**src/rtl/cs_window_filter.sv**
```systemverilog
// Sliding-window filter: Y = (sum + N*appr) >> SHIFT over the last N accepted samples,
// 2-edge latency, no backpressure. Optional saturation of Y under macro CS_SATURATE_EN.
module cs_window_filter #(
    parameter int DW    = 8,
    parameter int N     = 9,
    parameter int SHIFT = 3,
    parameter int YW    = 10
) (
    input  logic          clk,
    input  logic          reset,
    input  logic [DW-1:0] X,
    input  logic          in_valid,
    input  logic          flush,
    output logic [YW-1:0] Y,
    output logic          out_valid,
    output logic          full
);

    localparam int CW = $clog2(N + 1);
    localparam int SW = DW + CW;
    localparam int RW = SW + 1 + $clog2(N);

    logic [DW-1:0] win_q [N];
    logic [DW-1:0] win_d [N];
    logic [SW-1:0] sum_q, sum_d;
    logic [CW-1:0] cnt_q, cnt_d;
    logic          full_q, full_d;
    logic          s1_vld_q, s1_vld_d;
    logic [YW-1:0] y_q, y_d;
    logic          out_valid_q, out_valid_d;

    logic [SW-1:0] avg;
    logic [DW-1:0] appr;
    logic [RW-1:0] res;
    logic [YW-1:0] y_res;

    // Stage 1: window shift, running sum and fill tracking.
    always_comb begin
        for (int i = 0; i < N; i++) begin
            win_d[i] = win_q[i];
        end
        sum_d    = sum_q;
        cnt_d    = cnt_q;
        full_d   = full_q;
        s1_vld_d = 1'b0;
        if (flush) begin
            for (int i = 0; i < N; i++) begin
                win_d[i] = '0;
            end
            sum_d  = '0;
            cnt_d  = '0;
            full_d = 1'b0;
        end else if (in_valid) begin
            win_d[0] = X;
            for (int i = 1; i < N; i++) begin
                win_d[i] = win_q[i-1];
            end
            // Unfilled slots hold zero, so subtracting the oldest slot is always correct.
            sum_d = sum_q + SW'(X) - SW'(win_q[N-1]);
            if (cnt_q != CW'(N)) begin
                cnt_d = cnt_q + 1'b1;
            end
            full_d   = (cnt_d == CW'(N));
            s1_vld_d = full_d;
        end
    end

    // Stage 2: average, approximate value and scaled result.
    always_comb begin
        avg  = sum_q / SW'(N);
        appr = '0;
        for (int i = 0; i < N; i++) begin
            if ((SW'(win_q[i]) <= avg) && (win_q[i] > appr)) begin
                appr = win_q[i];
            end
        end
        res = (RW'(sum_q) + RW'(N) * RW'(appr)) >> SHIFT;
`ifdef CS_SATURATE_EN
        y_res = ((res >> YW) != '0) ? {YW{1'b1}} : YW'(res);
`else
        y_res = YW'(res);
`endif
    end

    // A flush also squashes the result in flight so Y holds and no pulse follows it.
    always_comb begin
        out_valid_d = s1_vld_q & ~flush;
        y_d         = out_valid_d ? y_res : y_q;
    end

    always_ff @(posedge clk) begin
        if (!reset) begin
            for (int i = 0; i < N; i++) begin
                win_q[i] <= '0;
            end
            sum_q       <= '0;
            cnt_q       <= '0;
            full_q      <= 1'b0;
            s1_vld_q    <= 1'b0;
            y_q         <= '0;
            out_valid_q <= 1'b0;
        end else begin
            for (int i = 0; i < N; i++) begin
                win_q[i] <= win_d[i];
            end
            sum_q       <= sum_d;
            cnt_q       <= cnt_d;
            full_q      <= full_d;
            s1_vld_q    <= s1_vld_d;
            y_q         <= y_d;
            out_valid_q <= out_valid_d;
        end
    end

    assign Y         = y_q;
    assign out_valid = out_valid_q;
    assign full      = full_q;

endmodule

```
**config.mk**
```make
export PLATFORM = sky130hd
export DESIGN_NAME = cs_window_filter
export DESIGN_NICKNAME = d
export VERILOG_FILES = /design/src/rtl/cs_window_filter.sv
export SDC_FILE = /design/constraint.sdc
export NUM_CORES = 1
export LEC_CHECK = 0
export BUFFER_PORTS_ARGS = -buffer_cell sky130_fd_sc_hd__buf_2
export CAP_MARGIN = 20
export CORE_MARGIN = 2
export CORE_UTILIZATION = 36
export CTS_BUF_LIST = sky130_fd_sc_hd__clkbuf_4
export DETAILED_ROUTE_END_ITERATION = 7
export GPL_TIMING_DRIVEN = 0
export PLACE_DENSITY = 0.56
export SLEW_MARGIN = 5
export SYNTH_ARGS = -nofsm -noshare
export SYNTH_HDL_FRONTEND = slang
export SYNTH_SLANG_ARGS = --single-unit
export TNS_END_PERCENT = 1
```
**constraint.sdc**
```tcl
create_clock -name clk -period 42.2 [get_ports clk]
set_input_delay 2.11 -clock clk [delete_from_list [all_inputs] [get_ports clk]]
set_output_delay 2.11 -clock clk [all_outputs]
set_load 0.1 [all_outputs]
```
=== Yosys cells after proc, flatten, opt, wreduce, memory -nomap -nowiden ===
Memories as Yosys holds them, arrays and structs flattened.
Index checks and enable logic that the tools add are counted.

* $add $sub $neg: 4
* Multipliers: 1
* Divide/modulo/power cells: 1
* $lt $le $gt $ge: 18
* Equality and inequality tests: 2
* Multiplexer cells: 25
* Bitwise operators: 13
* Reductions and logical operators: 11

{| class="wikitable"
|+ Operators with widths
! cell !! count
|-
| $mux 72 || 2
|-
| $mux 8 || 18
|-
| $le 8x12->1 || 9
|-
| $gt 8x8->1 || 8
|-
| $add 12x12->13 || 1
|-
| $add 12x8->12 || 1
|-
| $div 12x4->12 const B || 1
|-
| $mul 4x8->12 const A || 1
|-
| $mux 4 || 3
|-
| $sub 12x8->12 || 1
|-
| $logic_and 1x1->1 || 9
|-
| $or 1x1->1 || 9
|-
| $gt 8x1->1 const B || 1
|-
| $add 4x1->4 const B || 1
|-
| $eq 4x4->1 const B || 1
|-
| $ne 4x4->1 const B || 1
|-
| $not 1->1 || 3
|-
| $reduce_or 3->1 || 1
|-
| $mux 1 || 2
|-
| $reduce_or 2->1 || 1
|-
| $and 1x1->1 || 1
|}

* Flip-flop bits (word level): 29
* Bits in writable memories: 72
* Input port bits: 12
* Output and inout port bits: 12
* Word-level logic and storage cells: 82
* Memories kept: 1

{| class="wikitable"
|+ Memory list
! name !! words !! width !! rd ports !! clocked after Yosys merged registers in !! wr ports !! RTL line !! RTL
|-
| win_q || 9 || 8 || 9 || 0 || 9 || 23 || <nowiki>logic [DW-1:0] win_q [N];</nowiki>
|}

=== Logic depth before layout (Yosys ltp) ===
Gate-level depths: netlist of run 1.

* Word-level depth: 30
* Depth in mapped cells: 132
* Depth with buffers taken out: 125

=== Worst setup path after synthesis of run 1 ===
No wires, ideal clock.

* Path type: register -> register
* Start point: register sum_q[9]
* End point: register y_q[6] (netlist: Y[6])
* Setup time: 0.122 ns
* Arrival: 24.323 ns
* Data required time: 42.078 ns
* Setup slack: 17.755 ns
* Cell stages (with the launch flop): 123
* Path buffers: 6
* Clock period less this slack: 24.445 ns
* Path through: dfxtp_1 -> inv_1 -> ha_1 -> nor3b_1 -> xnor2_1 -> o31a_1 -> nor2_1 -> xnor2_1 -> o21a_1 -> a211o_1 -> a211oi_1 -> a2bb2oi_1 -> and2_0 -> a31oi_1 -> or2_2 -> a31oi_1 -> mux2i_1 -> o211ai_1 -> [... 87 more ...] -> o21ai_0 -> nand2b_1 -> a21oi_1 -> o21ai_0 -> o311a_1 -> clkbuf_1 -> mux2i_1 -> ha_1 -> inv_1 -> fa_1 -> inv_1 -> ha_1 -> and2_1 -> a22o_1 -> a211oi_1 -> or3_1 -> a21oi_1 -> a311o_1

* Cells in the longest elaborated chain, start to end: 30
* Elaborated cells between the ends (all ways): 38
* Those cells by class: 1 x add/sub; 1 x mul; 1 x div; 17 x order compare; 9 x mux; 9 x reduce/logical

{| class="wikitable"
|+ Ends and longest elaborated chain
! element !! RTL line !! RTL
|-
| start: declaration || 25 || <nowiki>logic [SW-1:0] sum_q, sum_d;</nowiki>
|-
| start signal: assignment || 106 || <nowiki>sum_q <= sum_d;</nowiki>
|-
| $div 12x4->12 || 70 || <nowiki>avg = sum_q / SW'(N);</nowiki>
|-
| $le 8x12->1 || 73 || <nowiki>if ((SW'(win_q[i]) <= avg) && (win_q[i] > appr)) begin</nowiki>
|-
| $logic_and 1x1->1 || 73 ||
|-
| $mux 8 || 73 ||
|-
| $gt 8x8->1 || 73 ||
|-
| $logic_and 1x1->1 || 73 ||
|-
| $mux 8 || 73 ||
|-
| $gt 8x8->1 || 73 ||
|-
| [... 14 more ...] || -- ||
|-
| $gt 8x8->1 || 73 ||
|-
| $logic_and 1x1->1 || 73 ||
|-
| $mux 8 || 73 ||
|-
| $gt 8x8->1 || 73 ||
|-
| $logic_and 1x1->1 || 73 ||
|-
| $mux 8 || 73 ||
|-
| $mul 4x8->12 || 77 || <nowiki>res = (RW'(sum_q) + RW'(N) * RW'(appr)) >> SHIFT;</nowiki>
|-
| $add 12x12->13 (*) || 77 ||
|-
| end signal: assignment || 110 || <nowiki>y_q <= y_d;</nowiki>
|-
| end: declaration || 29 || <nowiki>logic [YW-1:0] y_q, y_d;</nowiki>
|}

Mark *: on every way between the ends. The rest lies on a longest branch, timed or not.
A chain may end at the register's enable or synchronous reset.

=== Worst setup path after layout of run 1 ===
Same ends and word-level chain as after synthesis.

==> results of run 1 <==
## worst register-to-register path: cells and delay by family (launching register included)
| kind | cells | cell delay [ns] |
|---|---|---|
| AO/OA/AOI/OAI | 55 | 12.40 |
| AND/OR/NAND/NOR | 27 | 6.43 |
| adder cells (fa/ha/maj) | 13 | 4.15 |
| buffers and inverters | 17 | 3.54 |
| multiplexers | 7 | 2.31 |
| XOR/XNOR | 2 | 0.66 |
| flip-flops | 1 | 0.63 |
## area by class of cell
class | instances | area, um2
diodes | 2 | 5.00
plain buffers | 45 | 178
clock buffers | 9 | 67.6
clock inverters | 7 | 63.8
fillers | 3101 | 18100
inverters | 117 | 439
multi-input cells | 1084 | 8360
flip-flops and latches | 101 | 2020
well taps | 390 | 488
repair buffers | 28 | 190
## cells in the mapped netlist, types with 5 or more instances
cell type / number / area [um2]
nand3_1: 40 / 200
mux2i_1: 110 / 1100
a31oi_1: 14 / 87.6
nor4_1: 8 / 50.1
xor2_1: 14 / 123
o21ai_0: 55 / 275
nor3_1: 8 / 40.0
o22ai_1: 5 / 31.3
o21a_1: 17 / 128
o211ai_1: 13 / 97.6
dfxtp_1: 101 / 2020
or3_1: 6 / 37.5
and3_1: 6 / 37.5
nor2_1: 153 / 574
a21oi_1: 80 / 400
nand3b_1: 7 / 52.6
o21bai_1: 8 / 60.1
o211a_1: 7 / 70.1
and2_1: 10 / 62.6
fa_1: 13 / 260
ha_1: 165 / 2060
o31ai_1: 7 / 52.6
inv_1: 115 / 432
o2111ai_1: 5 / 43.8
maj3_1: 7 / 70.1
or2_2: 12 / 75.1
a211oi_1: 17 / 128
nand2b_1: 19 / 119
xnor2_1: 31 / 272
nand2_1: 62 / 233
o21ai_1: 7 / 35.0
a21o_1: 30 / 225
buf_1: 7 / 26.3
a211o_1: 5 / 43.8
mux2_2: 20 / 225
nor3b_1: 6 / 45.0
and4_1: 5 / 43.8
clkbuf_1: 36 / 135
nand4_1: 14 / 87.6
nor2b_1: 17 / 106
## through the flow
stage	std cells	worst slack (ns)	instance area [um2]	util [%]
after global routing	1783	9.50	11800	39.5
after global placement	1759	10.80	11600	38.8
after CTS	1780	12.15	11800	39.5
after detailed placement	1764	12.28	11700	39.0
final	1783	11.95	11800	39.5
after floorplan	1347	17.76	11000	-
## per-layer routing
| metal | vias to the layer above | global-route usage, % | part of all wire [%] |
|---|---|---|---|
| li1 | 4977 | - | - |
| met1 | 4595 | 26.3 | 47 |
| met2 | 169 | 34.5 | 47 |
| met3 | 28 | 2.16 | 3.8 |
| met4 | 0 | 4.95 | 1.9 |
| met5 | - | 0 | 0 |
## logic make-up after synthesis
| family | synth area share, % |
|---|---|
| DFF | 18.4 |
| AOI/OAI and AO/OA | 20.9 |
| xor gates and xnor gates | 3.73 |
| buffers and inverters | 5.61 |
| and+or+nand+nor | 17.3 |
| muxes | 12.2 |
| adders and majority gates | 21.9 |
## sequential cells by signal, indices dropped and copies added, names as in the netlist
name and count:
s1_vld_q 1, win_q 72, full 1, out_valid 1, cnt_q 4, Y 10
sum_q 12
## path summary, 6_finish.rpt
| kind | from | end | slack, ns |
|---|---|---|---|
| worst max-delay path | sum_q[9] | Y[6] | 11.95 |
| worst min-delay path | Y[7] | Y[7] | 0.46 |
| worst max register to register | sum_q[9] | Y[6] | 11.95 |
| worst min register to register | Y[7] | Y[7] | 0.46 |
==> summary.md, run 1 <==
| Metric | Value |
|---|---|
| Antenna violations before repair | 1 |
| CP arrival | 30.66 ns |
| Core area | 29900 um2 |
| Tcrit/Tclk final | 71.7% |
| CTS resizes | 0 |
| DP HPWL | 24400 um |
| Post-CTS setup buffers | 0 |
| CP Depth | 121 |
| Max-cap violations | 0 |
| Most frequent cells in the layout | ha_1 (165), nor2_1 (153), inv_1 (115) |
| Netlist cell types | 90 |
| Synthesized cell area | 11000 um2 |
| FFs w/ async S/R, synth | 0% |
| GPL Wtd Cong | 0.859 |
| Vias in the first global route | 9495 |
| Most common cell after layout, fill and taps aside | ha_1 |
| Final setup fails | 0 |
| Clk_skew | 0.0441 ns |
| Hold WC Path Type | flop to flop |
| TritonCTS Sinks | 101 |
| WS Path Type | flop to flop |
| Nets | 1576 |
| Sequential area share after synthesis | 18.4% |
| Number of buffers created by CTS | 9 |
| Clock latency on the worst-skew pair | 0.54 ns |
| CTS root buffer | clkbuf_4 |
| Setup_tns | 0 ns |
| DRC | 0 |
| Starting Density | 36.8% |
| Avg Inst Size Synth | 8.16 um2 |
| Status | completed |
| Final WL | 30600 um |
| H-Tree Depth | 3 |
| Cell family with most CP delay | compound AO/OA/AOI/OAI gates |
| Die area | 31900 um2 |
| IO Port Bufs | 22 |
| R2R cell count | 121 |
| CTS tree | done |
| Critical Path RT | 42.61 ns |
| CTS Buffer Depth | 2 |
| Setup crit start kind | flop |
| DR vias | 9769 |
| Share of cells above drive strength 1 | 7.33% |
| EDFF count, synth | 0 |
| Final Hold Vio Count | 0 |
| CP dominant cell by count | ha_1 |
| Number of I/O pins | 24 |
| DRT Pass-1 Iters | 6 |
| Largest net degree at the start of global routing | 20 |
| Routed Antenna Nets | 0 |
| CP Buf/Inv Count | 17 |
| Die W | 179 um |
| Worst Tran Pin Value | 0.966 ns |
| Slew Viols, Final | 0 |
| Avg Vias per Cell | 5.48 |
| Global-route wire length before repair | 50200 um |
| Avg WL per Cell | 17.1 um |
| Clock period minus worst slack | 30.25 ns |
| GRT Resource Usage Total | 19.9% |
| CP max stage cell | nor2_1 |
| 1st-iter DRT viols | 570 |
| Fmax | 33.1 MHz |
| Hold Crit Depth | 2 |
| Height of the die | 179 um |
| Rel. slew slack | 35.4% |
| Syn_nets | 1537 |
| Synth Instances | 1347 |
| Unrepaired setup endpoints after global routing | false |
| Yosys Warn Count | 0 |
| Hold buffers post-CTS | 0 |
| Synth Register Bits | 101 |
| Placement Rows | 63 |
| P&R area growth vs syn | 7.47% |
| Gr ovfl total | 0 |
| WHS | 0.463 ns |
| Reg clk slew, reported paths | 0.19 ns |
| CP endpoint kind | flop |
| Prevailing post-synth register cell | dfxtp_1 |
| Worst-path maximum fanout | 18 |
| CP peak stage delay | 0.73 ns |
Power of run 1 is left out: the tool's default activity adds up to more than one toggle a clock period on the data nets, which glitch-free logic cannot reach.
==> run 2: changes to the inputs <==
clock period = 30.1 ns   (was 42.2 ns; I/O delays follow)
==> summary.md, run 2 (synthesis gave the netlist of run 1 again) <==
| Metric | Value |
|---|---|
| Final Hold Vio Count | 0 (unchanged) |
| Clk_skew | 0.0449 ns (was 0.0441 ns) |
| Flop2flop setup slack | 2.16 ns (was 11.95 ns) |
| Fmax | 35.8 MHz (was 33.1 MHz) |
| DRC | 0 (unchanged) |
| Crit path to | Y[6] (unchanged) |
| Max-cap violations | 0 (unchanged) |
| Share of cells above drive strength 1 | 8.52% (was 7.33%) |
| Fill cells | 3096 (was 3101) |
| 1st-iter DRT viols | 548 (was 570) |
| Antenna violations before repair | 1 (unchanged) |
| WS Path Type | flop to flop (unchanged) |
| CP max stage cell | dfxtp_1 (was nor2_1) |
| Largest reg by FF count | win_q (unchanged) |
| Core area | 29900 um2 (unchanged) |
| CP peak stage delay | 0.64 ns (was 0.73 ns) |
| DP HPWL | 24400 um (unchanged) |
| Hold WC Path Type | flop to flop (unchanged) |
| Number of I/O pins | 24 (unchanged) |
| Avg Vias per Cell | 5.50 (was 5.48) |
| Critical Path RT | 30.50 ns (was 42.61 ns) |
| Worst-path maximum fanout | 10 (was 18) |
| Final WL | 30800 um (was 30600 um) |
| Placement Rows | 63 (unchanged) |
| CP startpoint | sum_q[9] (unchanged) |
| Slew Viols, Final | 0 (unchanged) |
| Avg WL per Cell | 17.2 um (was 17.1 um) |
| TritonCTS Sinks | 101 (unchanged) |
| Final setup fails | 0 (unchanged) |
| Rel. slew slack | 43.8% (was 35.4%) |
| Die area | 31900 um2 (unchanged) |
| DR vias | 9832 (was 9769) |
| Most frequent cells in the layout | ha_1 (165), nor2_1 (151), inv_1 (115) (was ha_1 (165), nor2_1 (153), inv_1 (115)) |
| Tcrit/Tclk final | 92.8% (was 71.7%) |
| Clock period minus worst slack | 27.94 ns (was 30.25 ns) |
| FF-to-FF End | Y[6] (unchanged) |
| Reg-to-Reg Start | sum_q[9] (unchanged) |
| Number of buffers created by CTS | 9 (unchanged) |
| Starting Density | 36.8% (unchanged) |
| Max FFs per register | 72 (unchanged) |
| CP Depth | 120 (was 121) |
| CP endpoint kind | flop (unchanged) |
| Gr ovfl total | 0 (unchanged) |
| H-Tree Depth | 3 (unchanged) |
| Cell family with most CP delay | compound AO/OA/AOI/OAI gates (unchanged) |
| WHS | 0.463 ns (about the same) |
| Worst Tran Pin Value | 0.842 ns (was 0.966 ns) |
| CTS root buffer | clkbuf_4 (unchanged) |
| Reg clk slew, reported paths | 0.19 ns (about the same) |
| Most common cell after layout, fill and taps aside | ha_1 (unchanged) |
| Die W | 179 um (unchanged) |
| DRT Pass-1 Iters | 7 (was 6) |
| IO Port Bufs | 22 (unchanged) |
| Routed Antenna Nets | 0 (unchanged) |
| CP dominant cell by count | ha_1 (unchanged) |
| CTS Buffer Depth | 2 (unchanged) |
| Largest net degree at the start of global routing | 20 (unchanged) |
| CP Buf/Inv Count | 16 (was 17) |
| Clock latency on the worst-skew pair | 0.54 ns (about the same) |
| Post-Place Cells | 1764 (unchanged) |
| Status | completed (unchanged) |
| GPL Wtd Cong | 0.859 (unchanged) |
| Setup crit start kind | flop (unchanged) |
| CP arrival | 28.34 ns (was 30.66 ns) |
| GRT Resource Usage Total | 19.9% (unchanged) |
| P&R area growth vs syn | 8.64% (was 7.47%) |
| Height of the die | 179 um (unchanged) |
| Global-route wire length before repair | 50200 um (unchanged) |
| Hold Crit Depth | 2 (unchanged) |
| CTS tree | done (unchanged) |
| R2R cell count | 120 (was 121) |
| Layout Cells excl Fill | 1789 (was 1783) |
| Vias in the first global route | 9495 (unchanged) |
| Nets | 1582 (was 1576) |
run 2: changes by cell type in the layout (fill, tap and decap cells not counted), sizes merged:
cell,before,now
buf,37,43
run 2: stage by stage:
stage	setup slack, ns	area (um2)	util (%)	TNS (ns)
after CTS	0.0546	11800	39.5	0
after global routing	-0.0348	11900	40.0	-0.0348
final	2.16	11900	40.0	0
after global placement	-1.30	11600	38.8	-9.23
after floorplan	5.66	11000	-	0
after detailed placement	0.184	11700	39.0	0
run 2: how the worst min path moves through the flow:
stage,startpoint,end,slack (ns)
2_1_floorplan,win_q[0][16],win_q[0][16],0.48
3_3_place_gp,Y[7],Y[7],0.45
3_5_place_dp,Y[7],Y[7],0.45
4_1_cts,Y[7],Y[7],0.47
5_1_grt,Y[4],Y[4],0.50
6_report,Y[7],Y[7],0.46
run 2: timing repair:
action | 4_1_cts | 5_1_grt
setup endpoints to repair | 0 | 10
gates resized for setup | 0 | 19
buffers inserted | 0 | 6
hold buffers | 0 | 0
run 2: layout make-up:
class                           instances  area [um2]  share of cell area (%)
Sequential cell                       101        2020                    16.9
Timing Repair Buffer                   34         235                    1.97
Clock buffer                            9        67.6                   0.566
Multi-Input combinational cell       1084        8440                    70.7
Clock inverter                          7        63.8                   0.535
Antenna cell                            2        5.00                  0.0419
Inverter                              117         439                    3.68
Tap cell                              390         488                    4.09
Buffer                                 45         181                    1.52
run 2: routing by layer:
metal | routed length (um) | GRT usage (%) | vias to the layer above
met5 | 0 | 0 | -
met4 | 546 | 4.95 | 0
met3 | 1210 | 2.16 | 26
met2 | 14500 | 34.5 | 189
met1 | 14600 | 26.3 | 4633
li1 | - | - | 4984
run 2: worst register-to-register path, delay by kind of cell, from the launching register on:
kind / cells / cell delay [ns]
xor gates and xnor gates: 2 / 0.42
muxes: 6 / 1.84
and+or+nand+nor: 24 / 4.91
adders and majority gates: 14 / 4.23
DFF: 1 / 0.64
AOI/OAI and AO/OA: 58 / 13.23
buffers and inverters: 16 / 2.52
Power of run 2 is left out for the same reason.
